--- src/rtl/panel_input_conditioner_pkg.sv ---
// Shared front-panel definitions.
//   - btn_state_e : confirm-button debounce FSM encoding
//   - DEF_*       : default timing constants for a 100 MHz clock
//   - MODE_*      : legal mode-switch codes, also decoded by the controller
//                   and the LED/segment display logic
//   - mode_is_legal() : 4-bit legal-code check for downstream users
package panel_pkg;

  typedef enum logic [1:0] {
    IDLE         = 2'd0,
    PRESS_WAIT   = 2'd1,
    PRESSED      = 2'd2,
    RELEASE_WAIT = 2'd3
  } btn_state_e;

  localparam int CLK_HZ                = 100_000_000;
  localparam int DEF_DEBOUNCE_CYCLES   = CLK_HZ / 50;   // 20 ms
  localparam int DEF_SW_STABLE_CYCLES  = CLK_HZ / 100;  // 10 ms
  localparam int DEF_LONG_PRESS_CYCLES = CLK_HZ;        // 1 s
  localparam int DEF_SW_W              = 4;

  localparam logic [3:0] MODE_0   = 4'b0001;
  localparam logic [3:0] MODE_1   = 4'b0010;
  localparam logic [3:0] MODE_2   = 4'b0100;
  localparam logic [3:0] MODE_3   = 4'b1000;
  localparam logic [3:0] MODE_ALL = 4'b1111;

  function automatic logic mode_is_legal(input logic [3:0] m);
    case (m)
      MODE_0, MODE_1, MODE_2, MODE_3, MODE_ALL: return 1'b1;
      default:                                   return 1'b0;
    endcase
  endfunction

endpackage

--- src/rtl/panel_input_conditioner_if.sv ---
// Front-panel bundle between the raw panel inputs and the conditioned
// outputs consumed by the controller and display.
//   master : drives raw button/switches, observes conditioned outputs
//   slave  : the conditioner itself
//   btn_raw, sw_raw        raw asynchronous panel inputs
//   btn_pulse/level/long   conditioned button events
//   mode_sel/valid/changed conditioned switch value and status
interface panel_input_conditioner_if #(
  parameter int SW_W = 4
);
  logic            btn_raw;
  logic [SW_W-1:0] sw_raw;
  logic            btn_pulse;
  logic            btn_level;
  logic            btn_long;
  logic [SW_W-1:0] mode_sel;
  logic            mode_valid;
  logic            mode_changed;

  modport master (
    output btn_raw, sw_raw,
    input  btn_pulse, btn_level, btn_long, mode_sel, mode_valid, mode_changed
  );

  modport slave (
    input  btn_raw, sw_raw,
    output btn_pulse, btn_level, btn_long, mode_sel, mode_valid, mode_changed
  );
endinterface

--- src/rtl/sync_2ff.sv ---
// Two-flop synchroniser for asynchronous inputs, W bits wide.
// Each bit is synchronised independently; a multi-bit bus may be seen
// mid-transition for a cycle, which the downstream stability filter absorbs.
//   clk, rst : clock, synchronous active-high reset (clears both stages)
//   d        : asynchronous input
//   q        : synchronised output, two cycles of latency
module sync_2ff #(
  parameter int W = 1
) (
  input  logic         clk,
  input  logic         rst,
  input  logic [W-1:0] d,
  output logic [W-1:0] q
);

  logic [W-1:0] meta;

  always_ff @(posedge clk) begin
    if (rst) begin
      meta <= '0;
      q    <= '0;
    end else begin
      meta <= d;
      q    <= meta;
    end
  end

endmodule

--- src/rtl/panel_input_conditioner.sv ---
// Front-panel input stage ahead of the menu/compute controller.
// Synchronises and debounces the confirm button and the mode switches.
//   clk, rst         : clock, synchronous active-high reset
//   pif.btn_raw      : raw confirm button
//   pif.sw_raw       : raw mode switches
//   pif.btn_pulse    : one cycle per accepted press (controller `button`)
//   pif.btn_level    : debounced button level
//   pif.btn_long     : one cycle once a press has been held long enough
//   pif.mode_sel     : debounced, registered switch value
//   pif.mode_valid   : mode_sel is one-hot or all ones
//   pif.mode_changed : one cycle on the edge mode_sel updates
module panel_input_conditioner
  import panel_pkg::*;
#(
  parameter int DEBOUNCE_CYCLES   = DEF_DEBOUNCE_CYCLES,
  parameter int SW_STABLE_CYCLES  = DEF_SW_STABLE_CYCLES,
  parameter int LONG_PRESS_CYCLES = DEF_LONG_PRESS_CYCLES,
  parameter int SW_W              = DEF_SW_W
) (
  input  logic                        clk,
  input  logic                        rst,
  panel_input_conditioner_if.slave    pif
);

  localparam int DC_MAX = (DEBOUNCE_CYCLES > SW_STABLE_CYCLES) ?
                          DEBOUNCE_CYCLES : SW_STABLE_CYCLES;
  localparam int DC_W   = $clog2(DC_MAX);
  localparam int SC_W   = $clog2(SW_STABLE_CYCLES);
  // hcnt needs to hold LONG_PRESS_CYCLES itself: it parks there after the
  // long-press pulse so the pulse cannot repeat within the same press.
  localparam int HC_W   = $clog2(LONG_PRESS_CYCLES + 1);

  localparam logic [DC_W-1:0] DC_LAST = DC_W'(DEBOUNCE_CYCLES - 1);
  localparam logic [SC_W-1:0] SC_LAST = SC_W'(SW_STABLE_CYCLES - 1);
  localparam logic [HC_W-1:0] HC_LAST = HC_W'(LONG_PRESS_CYCLES - 1);
  localparam logic [HC_W-1:0] HC_SAT  = HC_W'(LONG_PRESS_CYCLES);

  // ---------------------------------------------------------------------
  // Synchronisers
  // ---------------------------------------------------------------------
  logic            btn_s;
  logic [SW_W-1:0] sw_s;

  sync_2ff #(.W(1)) u_btn_sync (
    .clk (clk),
    .rst (rst),
    .d   (pif.btn_raw),
    .q   (btn_s)
  );

  sync_2ff #(.W(SW_W)) u_sw_sync (
    .clk (clk),
    .rst (rst),
    .d   (pif.sw_raw),
    .q   (sw_s)
  );

  // ---------------------------------------------------------------------
  // Button debounce FSM
  // ---------------------------------------------------------------------
  btn_state_e      state_q, state_d;
  logic [DC_W-1:0] dcnt_q, dcnt_d;
  logic [HC_W-1:0] hcnt_q, hcnt_d;
  logic            pulse_q, pulse_d;
  logic            long_q, long_d;
  logic            level_q, level_d;

  always_ff @(posedge clk) begin
    if (rst) begin
      state_q <= IDLE;
      dcnt_q  <= '0;
      hcnt_q  <= '0;
      pulse_q <= 1'b0;
      long_q  <= 1'b0;
      level_q <= 1'b0;
    end else begin
      state_q <= state_d;
      dcnt_q  <= dcnt_d;
      hcnt_q  <= hcnt_d;
      pulse_q <= pulse_d;
      long_q  <= long_d;
      level_q <= level_d;
    end
  end

  always_comb begin
    state_d = state_q;
    dcnt_d  = dcnt_q;
    hcnt_d  = hcnt_q;
    pulse_d = 1'b0;
    long_d  = 1'b0;

    case (state_q)
      IDLE: begin
        if (btn_s) begin
          state_d = PRESS_WAIT;
          dcnt_d  = '0;
        end
      end

      PRESS_WAIT: begin
        if (!btn_s) begin
          state_d = IDLE;                 // bounce, no pulse
        end else if (dcnt_q == DC_LAST) begin
          state_d = PRESSED;
          pulse_d = 1'b1;
          hcnt_d  = '0;
        end else begin
          dcnt_d  = dcnt_q + DC_W'(1);
        end
      end

      PRESSED: begin
        if (hcnt_q != HC_SAT) hcnt_d = hcnt_q + HC_W'(1);
        if (hcnt_q == HC_LAST) long_d = 1'b1;
        if (!btn_s) begin
          state_d = RELEASE_WAIT;
          dcnt_d  = '0;
        end
      end

      RELEASE_WAIT: begin
        // A bounce back high resumes the same press: hcnt is kept so a
        // long press already reported is not reported again.
        if (btn_s) begin
          state_d = PRESSED;
        end else if (dcnt_q == DC_LAST) begin
          state_d = IDLE;
        end else begin
          dcnt_d  = dcnt_q + DC_W'(1);
        end
      end

      default: begin
        state_d = IDLE;
      end
    endcase

    // Level is registered from the next state so it is glitch-free and
    // rises on the same cycle as btn_pulse.
    level_d = (state_d == PRESSED) || (state_d == RELEASE_WAIT);
  end

  // ---------------------------------------------------------------------
  // Switch stability filter
  // ---------------------------------------------------------------------
  logic [SW_W-1:0] cand_q;
  logic [SC_W-1:0] scnt_q;
  logic [SW_W-1:0] mode_q;
  logic            chg_q;

  always_ff @(posedge clk) begin
    if (rst) begin
      cand_q <= '0;
      scnt_q <= '0;
      mode_q <= '0;
      chg_q  <= 1'b0;
    end else begin
      chg_q <= 1'b0;

      if (sw_s != cand_q) begin
        cand_q <= sw_s;
        scnt_q <= '0;
      end else if (scnt_q != SC_LAST) begin
        scnt_q <= scnt_q + SC_W'(1);
      end

      // Only a candidate that differs from the current selection raises
      // mode_changed; re-stabilising on the same value is silent.
      if ((scnt_q == SC_LAST) && (cand_q != mode_q)) begin
        mode_q <= cand_q;
        chg_q  <= 1'b1;
      end
    end
  end

  // ---------------------------------------------------------------------
  // Outputs
  // ---------------------------------------------------------------------
  logic mode_onehot;
  assign mode_onehot = (mode_q != '0) && ((mode_q & (mode_q - SW_W'(1))) == '0);

  assign pif.btn_pulse    = pulse_q;
  assign pif.btn_level    = level_q;
  assign pif.btn_long     = long_q;
  assign pif.mode_sel     = mode_q;
  assign pif.mode_valid   = mode_onehot || (&mode_q);
  assign pif.mode_changed = chg_q;

endmodule

--- src/flat_wrapper.sv ---
// flat-port wrapper written by rule: the top's interface ports become plain ports
module panel_input_conditioner_flat import panel_pkg::*;
#(
  parameter int DEBOUNCE_CYCLES   = DEF_DEBOUNCE_CYCLES,
  parameter int SW_STABLE_CYCLES  = DEF_SW_STABLE_CYCLES,
  parameter int LONG_PRESS_CYCLES = DEF_LONG_PRESS_CYCLES,
  parameter int SW_W              = DEF_SW_W
)
  (clk, rst, pif_btn_raw, pif_sw_raw, pif_btn_pulse, pif_btn_level, pif_btn_long, pif_mode_sel, pif_mode_valid, pif_mode_changed);
  panel_input_conditioner_if #(.SW_W(SW_W)) pif_i ();
  input  logic clk;
  input  logic rst;
  input wire logic [$bits(pif_i.btn_raw)-1:0] pif_btn_raw;
  input wire logic [$bits(pif_i.sw_raw)-1:0] pif_sw_raw;
  output wire logic [$bits(pif_i.btn_pulse)-1:0] pif_btn_pulse;
  output wire logic [$bits(pif_i.btn_level)-1:0] pif_btn_level;
  output wire logic [$bits(pif_i.btn_long)-1:0] pif_btn_long;
  output wire logic [$bits(pif_i.mode_sel)-1:0] pif_mode_sel;
  output wire logic [$bits(pif_i.mode_valid)-1:0] pif_mode_valid;
  output wire logic [$bits(pif_i.mode_changed)-1:0] pif_mode_changed;
  assign pif_i.btn_raw = pif_btn_raw;
  assign pif_i.sw_raw = pif_sw_raw;
  assign pif_btn_pulse = pif_i.btn_pulse;
  assign pif_btn_level = pif_i.btn_level;
  assign pif_btn_long = pif_i.btn_long;
  assign pif_mode_sel = pif_i.mode_sel;
  assign pif_mode_valid = pif_i.mode_valid;
  assign pif_mode_changed = pif_i.mode_changed;
  panel_input_conditioner #(.DEBOUNCE_CYCLES(DEBOUNCE_CYCLES), .SW_STABLE_CYCLES(SW_STABLE_CYCLES), .LONG_PRESS_CYCLES(LONG_PRESS_CYCLES), .SW_W(SW_W)) u_core (.clk(clk), .rst(rst), .pif(pif_i));
endmodule
--- config.mk ---
export PLATFORM = sky130hd
export DESIGN_NAME = panel_input_conditioner_flat
export DESIGN_NICKNAME = d
export VERILOG_FILES = /design/src/rtl/panel_input_conditioner_pkg.sv /design/src/rtl/panel_input_conditioner_if.sv /design/src/rtl/sync_2ff.sv /design/src/rtl/panel_input_conditioner.sv /design/src/flat_wrapper.sv
export SDC_FILE = /design/constraint.sdc
export NUM_CORES = 1
export LEC_CHECK = 0
export ABC_AREA = 1
export BUFFER_PORTS_ARGS = -buffer_cell sky130_fd_sc_hd__buf_2
export CORE_MARGIN = 2
export CORE_UTILIZATION = 50
export DETAILED_ROUTE_END_ITERATION = 8
export PLACE_DENSITY = 0.65
export SYNTH_ARGS = -nofsm -noshare
export SYNTH_HDL_FRONTEND = slang
export SYNTH_SLANG_ARGS = --single-unit
--- constraint.sdc ---
create_clock -name clk -period 1.7 [get_ports clk]
set_input_delay 0.255 -clock clk [delete_from_list [all_inputs] [get_ports clk]]
set_output_delay 0.255 -clock clk [all_outputs]
set_load 0.005 [all_outputs]
==> summary.md <==
| Metric | Value |
|---|---|
| Crit path time final | 1.66 ns |
| Most instantiated cells after synthesis | nand2_1, nor2_1, dfxtp_1 |
| Critical Path AT | 1.97 ns |
| Top cells by area, synth | dfxtp_1, nand2_1, nor2_1 |
| Drt drc | 0 |
| Starting Density | 0.508 |
| Count of input and output buffers | 15 |
| Root Driver | clkbuf_8 |
| Clk_lat worst skew | 0.38 ns |
| Synth Register Bits | 92 |
| Post-synth top area share | 0.356 |
| Library cells used by synthesis | 38 |
| # rows | 37 |
| Via count | 5,550 |
| Slew Viols, Final | 0 |
| Non-filler cells, final | 1,041 |
| Flop2flop setup slack | about 0.036 ns |
| Chip Height | around 110 µm |
| Cell taking the most area after synthesis | dfxtp_1 |
| Global-route wire length before repair | 22,200 µm |
| Syn Area/Cell | 6.26 µm² |
| Area Overhead vs Synth | 22.3% |
| Detailed Route WL | 14,700 µm |
| Worst-path fanout max | 7 |
| Antenna diode count | 0 |
| Crit path from | u_core.hcnt_q[0] |
| Ys async rst share | 0 |
| Fin util | 0.622 |
| Worst Setup Path Type | reg2reg |
| Die ar. | 0.0112 mm² |
| Hold Path Class | in2reg |
| Final hold slack | 0.0781 ns |
| CTS tree | done |
| Vias in the first global route | 4,934 |
| Main flop type after synthesis | dfxtp_1 |
| Crit share post-route | 0.979 |
| Pin count of the biggest net entering global routing | 54 |
| Crit. End Element | flop |
| Wire per inst | 14.1 µm |
| Power per cell area | between 600 and 700 mW/mm² |
| Share of layout cells above drive strength 1 | 0.204 |
| Yosys warns | 0 |
| I/O pins | 16 |
| Drt pass-1 iters | 6 |
| Worst-Margin Slew | 0.626 ns |
| Worst path buffer plus inverter count | 4 |
| P_leak | between 2 and 2.5 nW |
| TNS Setup | 0 ns |
| Most frequent cell after synthesis | nand2_1 |
| Post-synth EDFFs | 0 |
| F_max | approximately 600 MHz |
| Synthesized cell area | 0.00518 mm² |
| Critical Path Start Type | flop |
| Slowest cell on the critical path | dfxtp_2 |
| Rel. slew slack | 0.582 |
| H-Tree Depth | 3 |
| Status | finished, final reports clean |
| Core Box Area | slightly above 0.01 mm² |
| Max stage delay on crit path | 0.35 ns |
| Clk_skew | 0.0148 ns |
| Post-synthesis cell count | around 830 |
| Final HPWL DP | 9940 µm |
| Die X | 106 µm |
| Setup violators final | 0 |
| # clock sinks | between 90 and 100 |
| Maximum VDD drop | about 370 µV |
| Critical path endpoint | u_core.hcnt_q[4] |
| Delay-heaviest family, CP | buffers and inverters |
| Post-CTS Hold Buffers | 0 |
| CTS max path bufs | 2 |
| Worst-path cell chain | inv_2 -> ha_4 -> nand3_2 -> nor2_2 -> nand2_2 -> buf_6 -> o21ai_4 -> buf_4 -> clkbuf_16 -> nand3_1 -> a21oi_1 |
| R2R cell count | 11 |
| Post-Syn Nets | 838 |
| CTS buffer count | 9 |
| Placed cells | between 1,000 and 1,500 |
| Final hold viol count | 0 |
| Clk pin slew, worst setup/hold paths | 0.10 ns |
| Register area share after synthesis | 0.356 |
| Total Routing Usage GR | 0.245 |
| Instance count on the critical path | 11 |
| Routability Congestion | 0.996 |
| Nets | 911 |
| Reg2reg end | u_core.hcnt_q[4] |
| Initial antenna violation count | 0 |
| Antenna-violating nets left | 0 |
| # Max-Cap Violations | 0 |
| FF-to-FF Start | u_core.hcnt_q[0] |
| Gr ovfl total | 0 |
| Iter 0 DRT Violations | approximately 320 |
| DR vias/cell | between 5 and 6 |
| CP required | 2.01 ns |
[timing repair]
action | CTS | global route
hold endpoints to repair | 0 | 0
resized for setup | 3 | 80
pin swaps | 0 | 12
buffers inserted | 0 | 11
endpoints found under the setup margin | 5 | 64
cloned | 0 | 5
[layer usage]
layer  up-vias  routed length, µm  GRT usage
met2       201               6970      0.405
met5         -                  0          0
li1       2784                  -          -
met3        48                889     0.0371
met4         0                529      0.105
met1      2517               6310      0.318
[layout by cell type, fill, tap and decap left out, types with 4 or more instances in the layout]
master,n
nor3_1,17
dfxtp_4,4
nand2_2,9
dfxtp_1,68
xnor2_1,4
nand3_1,83
a21oi_1,49
buf_6,4
nand3b_1,4
buf_4,54
or2_2,7
clkbuf_16,4
clkbuf_8,11
nor2_2,19
buf_2,15
inv_2,6
nand4_1,9
nor2_4,6
nand2_1,204
dfxtp_2,20
nor2_1,157
inv_1,74
o21ai_0,21
xor2_1,12
[power breakdown]
part / switching, mW / leakage, nW / total [mW] / internal [mW]
Clock: 0.818 / 0.104 / 1.59 / 0.772
Combinational: 0.0965 / 1.51 / 0.146 / 0.0495
Sequential: 0.0133 / 0.757 / 2.18 / 2.17
Total: 0.928 / 2.37 / 3.92 / 2.99
[flip-flops by register name, summed over array words and instances (netlist names)]
name and count:
u_core.cand_q 4, u_core.dcnt_q 21, u_core.hcnt_q 27, u_core.pif.btn_level 1, u_core.pif.btn_long 1, u_core.pif.btn_pulse 1
u_core.pif.mode_changed 1, u_core.pif.mode_sel 4, u_core.scnt_q 20, u_core.state_q 2, u_core.u_btn_sync.meta 1, u_core.u_btn_sync.q 1
u_core.u_sw_sync.meta 4, u_core.u_sw_sync.q 4
[layout make-up]
cell class	instances	area [µm²]
Clock buffer	12	155
Clock inverter	4	55.1
Fill cell	967	3850
Inverter	82	310
Multi-Input combinational cell	635	3080
Sequential cell	92	1880
Tap cell	136	170
Timing Repair Buffer	80	686
[through the flow]
stage	setup slack [ns]	cell area, µm²	power (mW)
2_1_floorplan	0.0531	5180	2.33
3_3_place_gp	0.0702	5710	2.37
3_5_place_dp	0.00336	5710	2.38
4_1_cts	0.0182	5930	3.95
5_1_grt	-0.0538	6330	4.06
6_report	0.0358	6330	3.92
[kinds of logic after synthesis]
logic type	synth area share
simple gates	0.439
buf+inv	0.0829
flops	0.356
compound gates	0.0863
xor+xnor	0.0271
fa+ha+maj	0.00966
[tightest hold or removal path: stages]
cell and delay (ns):
buf_2 0.09, inv_1 0.04, nor2_1 0.03
[worst min-delay path by stage]
stage                             startpoint                       end  cells after the start
finish                         pif_sw_raw[3]  u_core.u_sw_sync.meta[3]                      3
global placement    u_core.u_sw_sync.meta[0]     u_core.u_sw_sync.q[0]                      2
floorplan                        pif_btn_raw    u_core.u_btn_sync.meta                      2
detailed placement  u_core.u_sw_sync.meta[3]     u_core.u_sw_sync.q[3]                      2
global route                   pif_sw_raw[3]  u_core.u_sw_sync.meta[3]                      3
CTS                            pif_sw_raw[3]  u_core.u_sw_sync.meta[3]                      3
No activity file was read; power rests on OpenSTA's default activity.
